[src/rtl/rx_cpl_host_mem.sv]
// Completion receiver for host-memory reads: realigns CplD payloads into
// 64-bit words, writes them to a tag-indexed chunk buffer and tracks per-tag progress.
module rx_cpl_host_mem (
  input  logic        trn_clk,
  input  logic        reset_n,
  input  logic [63:0] trn_rd,
  input  logic [7:0]  trn_rrem_n,
  input  logic        trn_rsof_n,
  input  logic        trn_reof_n,
  input  logic        trn_rsrc_rdy_n,
  output logic        trn_rdst_rdy_n,
  input  logic [15:0] cfg_completer_id,
  output logic        buf_wr_en,
  output logic [9:0]  buf_wr_addr,
  output logic [63:0] buf_wr_data,
  output logic        chunk_done,
  output logic [3:0]  chunk_tag,
  output logic        cpl_err
);

  localparam int unsigned DW_W     = 32;
  localparam int unsigned QW_W     = 64;
  localparam int unsigned LEN_W    = 10;
  localparam int unsigned OFF_W    = 8;
  localparam int unsigned SUM_W    = 11;
  localparam int unsigned TAG_W    = 4;
  localparam int unsigned ADDR_W   = 10;
  localparam int unsigned NUM_TAGS = 16;
  localparam int unsigned CHUNK_DW = 128;
  localparam logic [6:0]  FMT_TYPE_CPLD = 7'b1001010;

  typedef enum logic [1:0] {IDLE, HDR2, DATA, DRAIN} state_t;

  state_t              state_q, state_d;
  logic                rdst_rdy_n_q, rdst_rdy_n_d;
  logic [LEN_W-1:0]    len_q, len_d;
  logic                status_ok_q, status_ok_d;
  logic [TAG_W-1:0]    tag_q, tag_d;
  logic [DW_W-1:0]     hold_q, hold_d;
  logic [OFF_W-1:0]    off_q [NUM_TAGS];
  logic [OFF_W-1:0]    off_d [NUM_TAGS];
  logic                buf_wr_en_q, buf_wr_en_d;
  logic [ADDR_W-1:0]   buf_wr_addr_q, buf_wr_addr_d;
  logic [QW_W-1:0]     buf_wr_data_q, buf_wr_data_d;
  logic                chunk_done_q, chunk_done_d;
  logic [TAG_W-1:0]    chunk_tag_q, chunk_tag_d;
  logic                cpl_err_q, cpl_err_d;

  logic                accept, sof, eof, hdr_err;
  logic [TAG_W-1:0]    hdr_tag;
  logic [SUM_W-1:0]    off_sum;
  logic [OFF_W-1:0]    data_off, off_inc;

  assign accept  = ~trn_rsrc_rdy_n & ~rdst_rdy_n_q;
  assign sof     = ~trn_rsof_n;
  assign eof     = ~trn_reof_n;
  assign hdr_tag = trn_rd[43:40];
  assign off_sum = SUM_W'(off_q[hdr_tag]) + SUM_W'(len_q);
  assign hdr_err = !status_ok_q
                || (trn_rd[47:44] != 4'h0)
                || (trn_rd[63:48] != cfg_completer_id)
                || len_q[0]
                || (len_q == '0)
                || (off_sum > SUM_W'(CHUNK_DW));
  assign data_off = off_q[tag_q];
  assign off_inc  = data_off + OFF_W'(2);

  // Next-state and registered-output logic
  always_comb begin
    state_d       = state_q;
    rdst_rdy_n_d  = 1'b0;
    len_d         = len_q;
    status_ok_d   = status_ok_q;
    tag_d         = tag_q;
    hold_d        = hold_q;
    off_d         = off_q;
    buf_wr_en_d   = 1'b0;
    buf_wr_addr_d = buf_wr_addr_q;
    buf_wr_data_d = buf_wr_data_q;
    chunk_done_d  = 1'b0;
    chunk_tag_d   = chunk_tag_q;
    cpl_err_d     = 1'b0;

    case (state_q)
      IDLE: begin
        if (accept && sof) begin
          if (trn_rd[62:56] == FMT_TYPE_CPLD) begin
            len_d       = trn_rd[41:32];
            status_ok_d = (trn_rd[15:13] == 3'b000);
            state_d     = eof ? IDLE : HDR2;
          end else if (!eof) begin
            state_d = DRAIN;
          end
        end
      end
      HDR2: begin
        if (accept) begin
          tag_d  = hdr_tag;
          hold_d = trn_rd[31:0];
          if (hdr_err) begin
            cpl_err_d = 1'b1;
            state_d   = eof ? IDLE : DRAIN;
          end else begin
            state_d   = eof ? IDLE : DATA;
          end
        end
      end
      DATA: begin
        if (accept) begin
          buf_wr_en_d   = 1'b1;
          buf_wr_addr_d = {tag_q, data_off[6:1]};
          buf_wr_data_d = {hold_q, trn_rd[63:32]};
          off_d[tag_q]  = off_inc;
          if (trn_rrem_n == 8'h00) hold_d = trn_rd[31:0];
          if (eof) begin
            state_d = IDLE;
            // Chunk complete: report it and rearm the tag for the next request
            if (off_inc == OFF_W'(CHUNK_DW)) begin
              chunk_done_d = 1'b1;
              chunk_tag_d  = tag_q;
              off_d[tag_q] = '0;
            end
          end
        end
      end
      DRAIN: begin
        if (accept && eof) state_d = IDLE;
      end
      default: state_d = IDLE;
    endcase
  end

  always_ff @(posedge trn_clk or negedge reset_n) begin
    if (!reset_n) begin
      state_q       <= IDLE;
      rdst_rdy_n_q  <= 1'b1;
      len_q         <= '0;
      status_ok_q   <= 1'b0;
      tag_q         <= '0;
      hold_q        <= '0;
      for (int i = 0; i < NUM_TAGS; i++) off_q[i] <= '0;
      buf_wr_en_q   <= 1'b0;
      buf_wr_addr_q <= '0;
      buf_wr_data_q <= '0;
      chunk_done_q  <= 1'b0;
      chunk_tag_q   <= '0;
      cpl_err_q     <= 1'b0;
    end else begin
      state_q       <= state_d;
      rdst_rdy_n_q  <= rdst_rdy_n_d;
      len_q         <= len_d;
      status_ok_q   <= status_ok_d;
      tag_q         <= tag_d;
      hold_q        <= hold_d;
      off_q         <= off_d;
      buf_wr_en_q   <= buf_wr_en_d;
      buf_wr_addr_q <= buf_wr_addr_d;
      buf_wr_data_q <= buf_wr_data_d;
      chunk_done_q  <= chunk_done_d;
      chunk_tag_q   <= chunk_tag_d;
      cpl_err_q     <= cpl_err_d;
    end
  end

  assign trn_rdst_rdy_n = rdst_rdy_n_q;
  assign buf_wr_en      = buf_wr_en_q;
  assign buf_wr_addr    = buf_wr_addr_q;
  assign buf_wr_data    = buf_wr_data_q;
  assign chunk_done     = chunk_done_q;
  assign chunk_tag      = chunk_tag_q;
  assign cpl_err        = cpl_err_q;

endmodule

[config.mk]
export PLATFORM = sky130hd
export DESIGN_NAME = rx_cpl_host_mem
export DESIGN_NICKNAME = d
export VERILOG_FILES = /design/src/rtl/rx_cpl_host_mem.sv
export SDC_FILE = /design/constraint.sdc
export NUM_CORES = 1
export LEC_CHECK = 0
export BUFFER_PORTS_ARGS = -buffer_cell sky130_fd_sc_hd__buf_2
export CAP_MARGIN = 5
export CORE_ASPECT_RATIO = 1.5
export CORE_MARGIN = 2
export CORE_UTILIZATION = 52
export DETAILED_ROUTE_END_ITERATION = 12
export GPL_ROUTABILITY_DRIVEN = 0
export GPL_TIMING_DRIVEN = 0
export PLACE_DENSITY_LB_ADDON = 0.2
export SLEW_MARGIN = 20
export SYNTH_ARGS = -nofsm -noshare
export SYNTH_HDL_FRONTEND = slang
export SYNTH_SLANG_ARGS = --single-unit
[constraint.sdc]
create_clock -name trn_clk -period 3.45 [get_ports trn_clk]
set_input_delay 0 -clock trn_clk [delete_from_list [all_inputs] [get_ports trn_clk]]
set_output_delay 0 -clock trn_clk [all_outputs]
set_load 0.01 [all_outputs]
==> summary.md, run 1 <==
| Metric | Value |
|---|---|
| Run status | finished, violations left |
| Violated checks | setup timing |
| Mapped cell area | 12,100 µm² |
| Leakage | 0.00746 µW |
| Top cells by count, synth | 283 x nand2_1, 258 x dfrtp_1, 99 x mux2_2 |
| Share of layout cells above drive strength 1 | 34.8% |
| Worst rel slew slack | 32.4% |
| Logic gate share of total power | 27.6% |
| Core footprint | 23,000 µm² |
| Post-synthesis register bit count | 259 |
| Largest family of logic cells by synthesized area | multiplexers |
| Final Skew | 0.00709 ns |
| Synth Warn # | 0 |
| # DRC | 0 |
| Clock power share | 28.5% |
| Largest area contributor in the netlist | dfrtp_1 |
| Crit-path cells | mux4_2, mux4_2, ha_4, a21o_1, a21oi_2, nor2b_2, or4_4, a31oi_4, a41oi_2, a31o_2, a31o_2 |
| Slowest stage delay, CP | 0.54 ns |
| Register area share after synthesis | 53.4% |
| Sw Ratio | 31.2% |
| Worst path slowest cell | mux4_2 |
| Post-synth EDFFs | 0 |
| Max Fclk | 289 MHz |
| Simple-gate share of the synthesized area | 12.5% |
| Worst-path fanout max | 3 |
| Internal | 6300 µW |
| Cells after DPL | 1,473 |
| Dpl hpwl | 23,000 µm |
| Die Area | 24,600 µm² |
| Top cells by area, synth | dfrtp_1 53%, mux4_2 13%, mux2_2 9.2% |
| Starting Density | 52.9% |
| Post-route ant nets | 0 |
| CP Class | reg -> reg |
| Worst Tran Pin Value | 1.01 ns |
| Largest net degree at the start of global routing | 95 |
| Power per cell area | 598 nW/µm² |
| Compound-cell area share of the yosys netlist | 4.59% |
| Vias | 9,184 |
| Num rows | 68 |
| Syn_nets | 1,122 |
| Syn-to-layout area delta | 26.2% |
| Vias in the first global route | 9,563 |
| Clk_lat worst skew | 0.52 ns |
| Endpoints failing hold | 0 |
| Fraction of registers with async set/reset | 100% |
| Max VDD drop | 0.325 mV |
| Clock Tree Buf Depth | 3 |
| Worst hold path class | in -> async |
| Die Span X | 129 µm |
| Gate Count Post-Synth | 1,019 |
| Final setup vio count | 1 |
| Reg power frac | 44.0% |
| Arrival time worst endpoint | 3.87 ns |
| Syn_area_per_cell | 11.9 µm² |
| Crit path launch type | register |
| Setup tns final | -0.00767 ns |
| CTS Root Cell | clkbuf_16 |
| Vias/cell | 5.73 |
| Antenna violations before repair | 0 |
| GRT Total Usage | 28.2% |
| Net total in the final layout | 1,410 |
| RSZ-0062 raised after global routing | true |
| Die Ht | 191 µm |
| Xor and xnor area share after synthesis | 1.94% |
| H-tree levels | 1 |
| PortBufs | 170 |
| Clock Pin Slew Worst Setup and Hold Paths | 0.07 ns |
| Share of the synthesized area in the top cell type | 53.1% |
| Non-Filler Instances | 1,604 |
| First-pass GRT wire length | 52,400 µm |
| Max-cap violations | 0 |
| CTS Buf Count | 24 |
| Final Cycle Share | 100% |
| Synth unique cells | 57 |
| # IOs | 175 |
| DR WL/cell | 21.5 µm |
| Clk sinks | 259 |
| DRT Pass-1 Iters | 5 |
| Cell family with most CP delay | compound AO/OA/AOI/OAI gates |
| CTS tree | yes |
| Main synth FF type | dfrtp_1 |
| GRT overflow | 0 |
| Crit path time final | 3.46 ns |
| Switching component of the power | 2860 µW |
| Final setup margin | -0.00767 ns |
| Final wirelength | 34,400 µm |
| Most frequent cell after synthesis | nand2_1 |
| Worst Path Buf+Inv | 0 |
| Diode count | 0 |
| Multiplexer share of the synthesized area | 23.3% |
| Slew Viols, Final | 0 |
| Post-Synth Adder-Cell Area | 1.09% |
| Fin Hold WS | 0.0287 ns |
| 1st-iter DRT viols | 539 |
| Crit end category | register |
| Worst Path Required | 3.86 ns |
[final timing paths]
kind	start	to	slack, ns	depth (start not counted)
worst max-delay path	off_q[1]$_DFFE_PN0P_	state_q[0]$_DFFE_PN0P_	-0.008	11
worst min-delay path	reset_n	buf_wr_data[21]$_DFFE_PN0P_	0.03	3
worst max register to register	off_q[1]$_DFFE_PN0P_	state_q[0]$_DFFE_PN0P_	-0.008	11
worst min register to register	hold_q[4]$_DFFE_PN0P_	buf_wr_data[36]$_DFFE_PN0P_	0.46	2
max in group asynchronous	reset_n	buf_wr_addr[3]$_DFFE_PN0P_	2.33	5
min in group trn_clk	trn_rd[43]	buf_wr_data[11]$_DFFE_PN0P_	0.10	3
[worst register-to-register path, stage by stage, from the launching register on]
cell	delay, ns
dfrtp_1	0.40
mux4_2	0.49
mux4_2	0.54
ha_4	0.23
a21o_1	0.18
a21oi_2	0.19
nor2b_2	0.08
or4_4	0.43
a31oi_4	0.20
a41oi_2	0.13
a31o_2	0.25
a31o_2	0.23
[state kept, by name (all words and copies together), names as in the netlist]
| name | cells |
|---|---|
| buf_wr_addr | 10 |
| state_q | 2 |
| tag_q | 4 |
| chunk_done | 1 |
| off_q | 128 |
| len_q | 10 |
| buf_wr_data | 64 |
| status_ok_q | 1 |
| hold_q | 32 |
| chunk_tag | 4 |
| buf_wr_en | 1 |
| cpl_err | 1 |
| trn_rdst_rdy_n | 1 |
[cells by family (layout without fill, tap and decap cells)]
group                      count (synthesis)  after routing
AOI/OAI and AO/OA                         96             96
DFF                                      259            259
muxes                                    176            176
and+or+nand+nor                          362            362
xor gates and xnor gates                  23             23
other                                      1              1
buffers and inverters                     92            397
adders and majority gates                 10             10
[area by class of cell]
class                   instances  area [µm²]
flip-flops and latches        259        6480
repair buffers                266        1830
fillers                      1706        7640
plain buffers                  81         405
clock buffers                  38         744
multi-input cells             668        5470
clock inverters                 5        25.0
well taps                     280         350
inverters                       7        26.3
[stage by stage]
step	cell area, µm²	setup slack [ns]	total power (µW)	util (%)
2_1_floorplan	12200	-0.0209	5380	-
3_3_place_gp	13400	-2.31	6250	58.5
3_5_place_dp	13500	-0.734	6330	58.9
4_1_cts	15200	0.0101	9120	66.2
5_1_grt	15300	-0.107	9600	66.7
6_report	15300	-0.00767	9170	66.7
[power by group through the flow]
stage | registers (µW) | clock network (µW) | logic (µW)
after CTS | 4010 | 2630 | 2470
after floorplan | 4180 | 0 | 1200
after global placement | 4020 | 0 | 2230
after global routing | 4100 | 2770 | 2730
after detailed placement | 4050 | 0 | 2280
final | 4030 | 2610 | 2530
[layout by cell type (no fill, tap or decap), drive strengths merged, types with 8 or more instances in the layout]
| master | instances |
|---|---|
| xnor2 | 8 |
| nor4 | 9 |
| clkbuf | 107 |
| nor3 | 8 |
| nor2 | 30 |
| xor2 | 15 |
| ha | 9 |
| buf | 211 |
| dlygate4sd3 | 66 |
| nand2 | 283 |
| a21oi | 23 |
| o21ai | 47 |
| mux4 | 75 |
| dfrtp | 258 |
| mux2 | 99 |
[routing by layer]
layer / track usage [%] / up-vias / routed length, µm
li1: - / 4120 / -
met4: 14.2 / 0 / 1880
met2: 50.8 / 331 / 18100
met5: 0 / - / 0
met1: 32.4 / 4627 / 12800
met3: 4.09 / 106 / 1680
[timing repair]
action | CTS | global route
hold buffers | 67 | 0
setup buffers | 17 | 8
resized for setup | 21 | 22
endpoints found under the hold margin | 177 | 0
endpoints found under the setup margin | 37 | 16
pin swaps | 6 | 14
Power figures use the tool's default switching activity.
==> run 2: changes to the inputs <==
Settings changed: CELL_PAD_IN_SITES_DETAIL_PLACEMENT from default to 1, CELL_PAD_IN_SITES_GLOBAL_PLACEMENT from default to 1, CORE_UTILIZATION 52 to 42.
==> summary.md, run 2 (same netlist as run 1, synthesis figures left out) <==
| Metric | Value |
|---|---|
| Most frequent cells in the layout | 282 x nand2_1, 257 x dfrtp_1, 171 x buf_2 (was 281 x nand2_1, 258 x dfrtp_1, 171 x buf_2) |
| Die Span X | 143 µm (was 129 µm) |
| GRT overflow | 0 (unchanged) |
| Worst-path fanout max | 3 (unchanged) |
| Max-cap violations | 0 (unchanged) |
| Arrival time worst endpoint | 3.90 ns (was 3.87 ns) |
| Setup tns final | -0.0220 ns (was -0.00767 ns) |
| Largest Register | off_q (unchanged) |
| Vias/cell | 5.36 (was 5.73) |
| Final setup margin | -0.0220 ns (was -0.00767 ns) |
| First-pass GRT wire length | 57,600 µm (was 52,400 µm) |
| Share of layout cells above drive strength 1 | 35.1% (was 34.8%) |
| Most common cell after layout, fill and taps aside | nand2_1 (unchanged) |
| Leakage | 0.00752 µW (was 0.00746 µW) |
| CTS Root Cell | clkbuf_16 (unchanged) |
| Final setup vio count | 1 (unchanged) |
| Worst Path Required | 3.88 ns (was 3.86 ns) |
| Power per cell area | 614 nW/µm² (was 598 nW/µm²) |
| Final wirelength | 37,400 µm (was 34,400 µm) |
| 1st-iter DRT viols | 479 (was 539) |
| Net total in the final layout | 1,415 (was 1,410) |
| Crit path time final | 3.47 ns (was 3.46 ns) |
| Antenna violations before repair | 1 (was 0) |
| Violated checks | hold timing, setup timing (was setup timing) |
| Vias | 9,228 (was 9,184) |
| Slew Viols, Final | 0 (unchanged) |
| Fin Hold WS | -0.0166 ns (was 0.0287 ns) |
| Crit end category | register (unchanged) |
| CTS tree | yes (unchanged) |
| Setup WS pre-CTS | -0.927 ns (was -0.734 ns) |
| Worst rel slew slack | 35.5% (was 32.4%) |
| Max reg flops | 128 (unchanged) |
| PortBufs | 170 (unchanged) |
| Clk sinks | 259 (unchanged) |
| Final Skew | 0.0206 ns (was 0.00709 ns) |
| H-tree levels | 1 (unchanged) |
| RSZ-0062 raised after global routing | true (unchanged) |
| Max VDD drop | 0.392 mV (was 0.325 mV) |
| DR WL/cell | 21.7 µm (was 21.5 µm) |
| Endpoints failing hold | 5 (was 0) |
| Core footprint | 28,600 µm² (was 23,000 µm²) |
| Clk_lat worst skew | 0.55 ns (was 0.52 ns) |
| Crit path launch type | register (unchanged) |
| Clock Tree Buf Depth | 3 (unchanged) |
| Final Cycle Share | 101% (was 100%) |
| DRT Pass-1 Iters | 4 (was 5) |
| Clock Pin Slew Worst Setup and Hold Paths | 0.06 ns (was 0.07 ns) |
| CTS Buf Count | 27 (was 24) |
| Dpl hpwl | 26,100 µm (was 23,000 µm) |
| Num rows | 76 (was 68) |
| Run status | finished, violations left (unchanged) |
| # DRC | 0 (unchanged) |
| Worst hold path class | in -> async (unchanged) |
| Worst Tran Pin Value | 0.968 ns (was 1.01 ns) |
| Vias in the first global route | 10,004 (was 9,563) |
| Max Fclk | 288 MHz (was 289 MHz) |
| Die Ht | 212 µm (was 191 µm) |
| GRT Total Usage | 25.2% (was 28.2%) |
| Die Area | 30,300 µm² (was 24,600 µm²) |
| Syn-to-layout area delta | 28.3% (was 26.2%) |
| Starting Density | 42.4% (was 52.9%) |
| # IOs | 175 (unchanged) |
| Post-route ant nets | 0 (unchanged) |
| Largest net degree at the start of global routing | 75 (was 95) |
| CP Class | reg -> reg (unchanged) |
run 2: changes by cell type in the layout (fill, tap and decap cells not counted), sizes merged:
cell | previous run | this run
clkinv | 5 | 8
buf | 211 | 213
diode | 0 | 1
inv | 7 | 8
clkdlybuf4s15 | 1 | 0
bufinv | 0 | 2
clkbuf | 107 | 108
run 2: timing repair:
item                                   in CTS  in global routing
hold buffers                               66                  0
setup endpoints to repair                  35                 16
gates resized for setup                    25                 16
pin swaps                                  10                 11
endpoints found under the hold margin     271                  0
setup buffers                              16                 11
run 2: metrics by stage:
stage	cell area, µm²	cells	power, µW	hold WS [ns]	util, %
6_report	15600	1723	9560	-0.0166	54.4
5_1_grt	15600	1722	10100	0.0204	54.4
4_1_cts	15500	1713	9600	0.00192	54.0
3_5_place_dp	13700	1583	6390	-0.0322	47.8
3_3_place_gp	13600	1579	6290	0.208	47.4
2_1_floorplan	12200	1019	5380	-0.296	-
run 2: critical path, cell delays in order, from the launching register on:
cell and delay, ns:
dfrtp_1 0.39, mux4_2 0.49, mux4_2 0.56, ha_4 0.23
a21o_1 0.18, a21oi_2 0.17, nor2b_2 0.07, or4_4 0.43
a31oi_4 0.18, o211ai_1 0.13, a31o_2 0.27, a31o_2 0.23
run 2: layer usage:
layer / part of all wire (%) / global-route usage, %
met1: 38 / 29.6
met2: 54 / 46.6
met5: 0 / 0
met3: 4.2 / 2.84
met4: 4.1 / 10.0
run 2: path summary, 6_finish.rpt:
check,startpoint,endpoint,slack [ns],cells past startpoint
min in group trn_clk,trn_rd[42],buf_wr_data[10]$_DFFE_PN0P_,0.01,3
max reg2reg,off_q[1]$_DFFE_PN0P_,state_q[0]$_DFFE_PN0P_,-0.02,11
min,reset_n,buf_wr_data[21]$_DFFE_PN0P_,-0.02,2
min reg2reg,hold_q[25]$_DFFE_PN0P_,buf_wr_data[57]$_DFFE_PN0P_,0.46,2
max in group asynchronous,reset_n,off_q[126]$_DFFE_PN0P_,2.44,4
max,off_q[1]$_DFFE_PN0P_,state_q[0]$_DFFE_PN0P_,-0.02,11
run 2: power by group:
part	switching, µW	internal, µW	total [µW]
logic	1390	1180	2570
clock network	1230	1740	2970
registers	359	3660	4020
total	2980	6580	9560
run 2: layout make-up:
class,count,area [µm²]
antenna,1,2.50
clock inverter,11,113
clock buffer,38,787
inverter,7,26.3
buffer,83,408
timing repair buffer,266,1820
tap,390,488
sequential,259,6480
multi-input combinational,668,5450
fill,3007,13000
==> run 3: changes to the inputs <==
Settings changed: SKIP_CTS_REPAIR_TIMING from default to 1.
==> summary.md, run 3 (same netlist as run 1, synthesis figures left out) <==
| Metric | Value |
|---|---|
| Run status | finished, violations left (unchanged) |
| Violated checks | hold timing, setup timing (unchanged) |
| Starting Density | 42.4% (unchanged) |
| DRT Pass-1 Iters | 5 (was 4) |
| Leakage | 0.00757 µW (was 0.00752 µW) |
| Max Fclk | 289 MHz (was 288 MHz) |
| First-pass GRT wire length | 55,200 µm (was 57,600 µm) |
| Clk sinks | 259 (unchanged) |
| Max-cap violations | 0 (unchanged) |
| Max VDD drop | 0.391 mV (was 0.392 mV) |
| GRT overflow | 0 (unchanged) |
| Final setup vio count | 1 (unchanged) |
| Worst hold path class | in -> async (unchanged) |
| Core footprint | 28,600 µm² (unchanged) |
| Most frequent cells in the layout | 281 x nand2_1, 257 x dfrtp_1, 170 x buf_2 (was 282 x nand2_1, 257 x dfrtp_1, 171 x buf_2) |
| Max reg flops | 128 (unchanged) |
| CTS Buf Count | 27 (unchanged) |
| Most common cell after layout, fill and taps aside | nand2_1 (unchanged) |
| Clock Tree Buf Depth | 3 (unchanged) |
| # IOs | 175 (unchanged) |
| Vias in the first global route | 9,561 (was 10,004) |
| Fillers | 3,013 (was 3,007) |
| Endpoints failing hold | 6 (was 5) |
| # DRC | 0 (unchanged) |
| Clk_lat worst skew | 0.56 ns (was 0.55 ns) |
| Crit path time final | 3.46 ns (was 3.47 ns) |
| GRT Total Usage | 24.1% (was 25.2%) |
| RSZ-0062 raised after global routing | true (unchanged) |
| Crit path launch type | register (unchanged) |
| Share of layout cells above drive strength 1 | 35.7% (was 35.1%) |
| Die Ht | 212 µm (unchanged) |
| Sequential cell area | 6480 µm² (unchanged) |
| Worst rel slew slack | 35.9% (was 35.5%) |
| Syn-to-layout area delta | 29.1% (was 28.3%) |
| R2R setup slack | -0.01 ns (was -0.02 ns) |
| Arrival time worst endpoint | 3.89 ns (was 3.90 ns) |
| Final Cycle Share | 100% (was 101%) |
| Final Skew | 0.0196 ns (was 0.0206 ns) |
| Worst Tran Pin Value | 0.961 ns (was 0.968 ns) |
| Clock Pin Slew Worst Setup and Hold Paths | 0.06 ns (about the same) |
| Largest Register | off_q (unchanged) |
| Vias/cell | 5.36 (about the same) |
| Post-DP Area | 13,700 µm² (unchanged) |
| Antenna violations before repair | 1 (unchanged) |
| Non-Filler Instances | 1,730 (was 1,723) |
| Die Span X | 143 µm (unchanged) |
| R2r worst-path depth | 11 (unchanged) |
| CP Class | reg -> reg (unchanged) |
| Post-route ant nets | 0 (unchanged) |
| Crit end category | register (unchanged) |
| Final wirelength | 38,200 µm (was 37,400 µm) |
| CTS Root Cell | clkbuf_16 (unchanged) |
| Worst Path Required | 3.88 ns (about the same) |
| Power per cell area | 617 nW/µm² (was 614 nW/µm²) |
| DR WL/cell | 22.1 µm (was 21.7 µm) |
| Dpl hpwl | 26,100 µm (unchanged) |
| Slew Viols, Final | 0 (unchanged) |
| H-tree levels | 1 (unchanged) |
| Fin Hold WS | -0.0193 ns (was -0.0166 ns) |
| Largest net degree at the start of global routing | 75 (unchanged) |
| Multi-input gate area | 5460 µm² (was 5450 µm²) |
| Die Area | 30,300 µm² (unchanged) |
| Final setup margin | -0.0103 ns (was -0.0220 ns) |
| Cells after DPL | 1,583 (unchanged) |
| PortBufs | 170 (unchanged) |
| Num rows | 76 (unchanged) |
| 1st-iter DRT viols | 436 (was 479) |
| Net total in the final layout | 1,422 (was 1,415) |
| CTS tree | yes (unchanged) |
| Vias | 9,277 (was 9,228) |
| Finished Cell Area | 15,700 µm² (was 15,600 µm²) |
| Worst-path fanout max | 3 (unchanged) |
[run 3: cell count changes in the layout (fill, tap and decap cells not counted), moves of 2 or more]
| cell | previous run | this run |
|---|---|---|
| buf_4 | 30 | 33 |
| clkbuf_2 | 7 | 9 |
| mux2_2 | 98 | 95 |
| clkbuf_4 | 0 | 3 |
| mux2_4 | 1 | 4 |
[run 3: routing by layer]
metal,share of wire [%],track usage [%]
met1,37,28.1
met2,55,44.8
met3,4.1,3.22
met4,3.7,9.35
met5,0,0
[run 3: final timing paths]
| kind | from | endpoint |
|---|---|---|
| min in group trn_clk | trn_rd[42] | buf_wr_data[10]$_DFFE_PN0P_ |
| setup / recovery | off_q[1]$_DFFE_PN0P_ | state_q[0]$_DFFE_PN0P_ |
| hold reg to reg | hold_q[25]$_DFFE_PN0P_ | buf_wr_data[57]$_DFFE_PN0P_ |
| max in group asynchronous | reset_n | off_q[126]$_DFFE_PN0P_ |
| hold / removal | reset_n | buf_wr_data[21]$_DFFE_PN0P_ |
| setup reg to reg | off_q[1]$_DFFE_PN0P_ | state_q[0]$_DFFE_PN0P_ |
[run 3: final cells by class]
type	instances	share of cell area, %
inverter	7	0.168
buffer	83	2.72
clock buffer	38	5.02
sequential	259	41.4
tap	390	3.11
antenna	1	0.0160
multi-input combinational	668	34.8
timing repair buffer	273	12.1
clock inverter	11	0.718
[run 3: critical path: stages (launching register included)]
cell     delay (ns)
dfrtp_1        0.40
mux4_2         0.49
mux4_2         0.56
ha_4           0.23
a21o_1         0.18
a21oi_2        0.16
nor2b_2        0.07
or4_4          0.43
a31oi_4        0.21
a41oi_2        0.12
a31o_2         0.25
a31o_2         0.23
[run 3: per-stage QoR]
step	setup slack, ns	total power [µW]	setup TNS [ns]	util, %
6_report	-0.0103	9680	-0.0103	54.8
5_1_grt	-0.117	10200	-0.338	54.8
4_1_cts	-0.787	9390	-16.75	50.9
3_5_place_dp	-0.927	6390	-17.33	47.8
3_3_place_gp	-2.49	6290	-653.33	47.4
2_1_floorplan	-0.0209	5380	-0.0628	-
[run 3: report_power, final]
part	internal (µW)	switching (µW)
logic	1250	1420
registers	3660	368
clock network	1740	1240
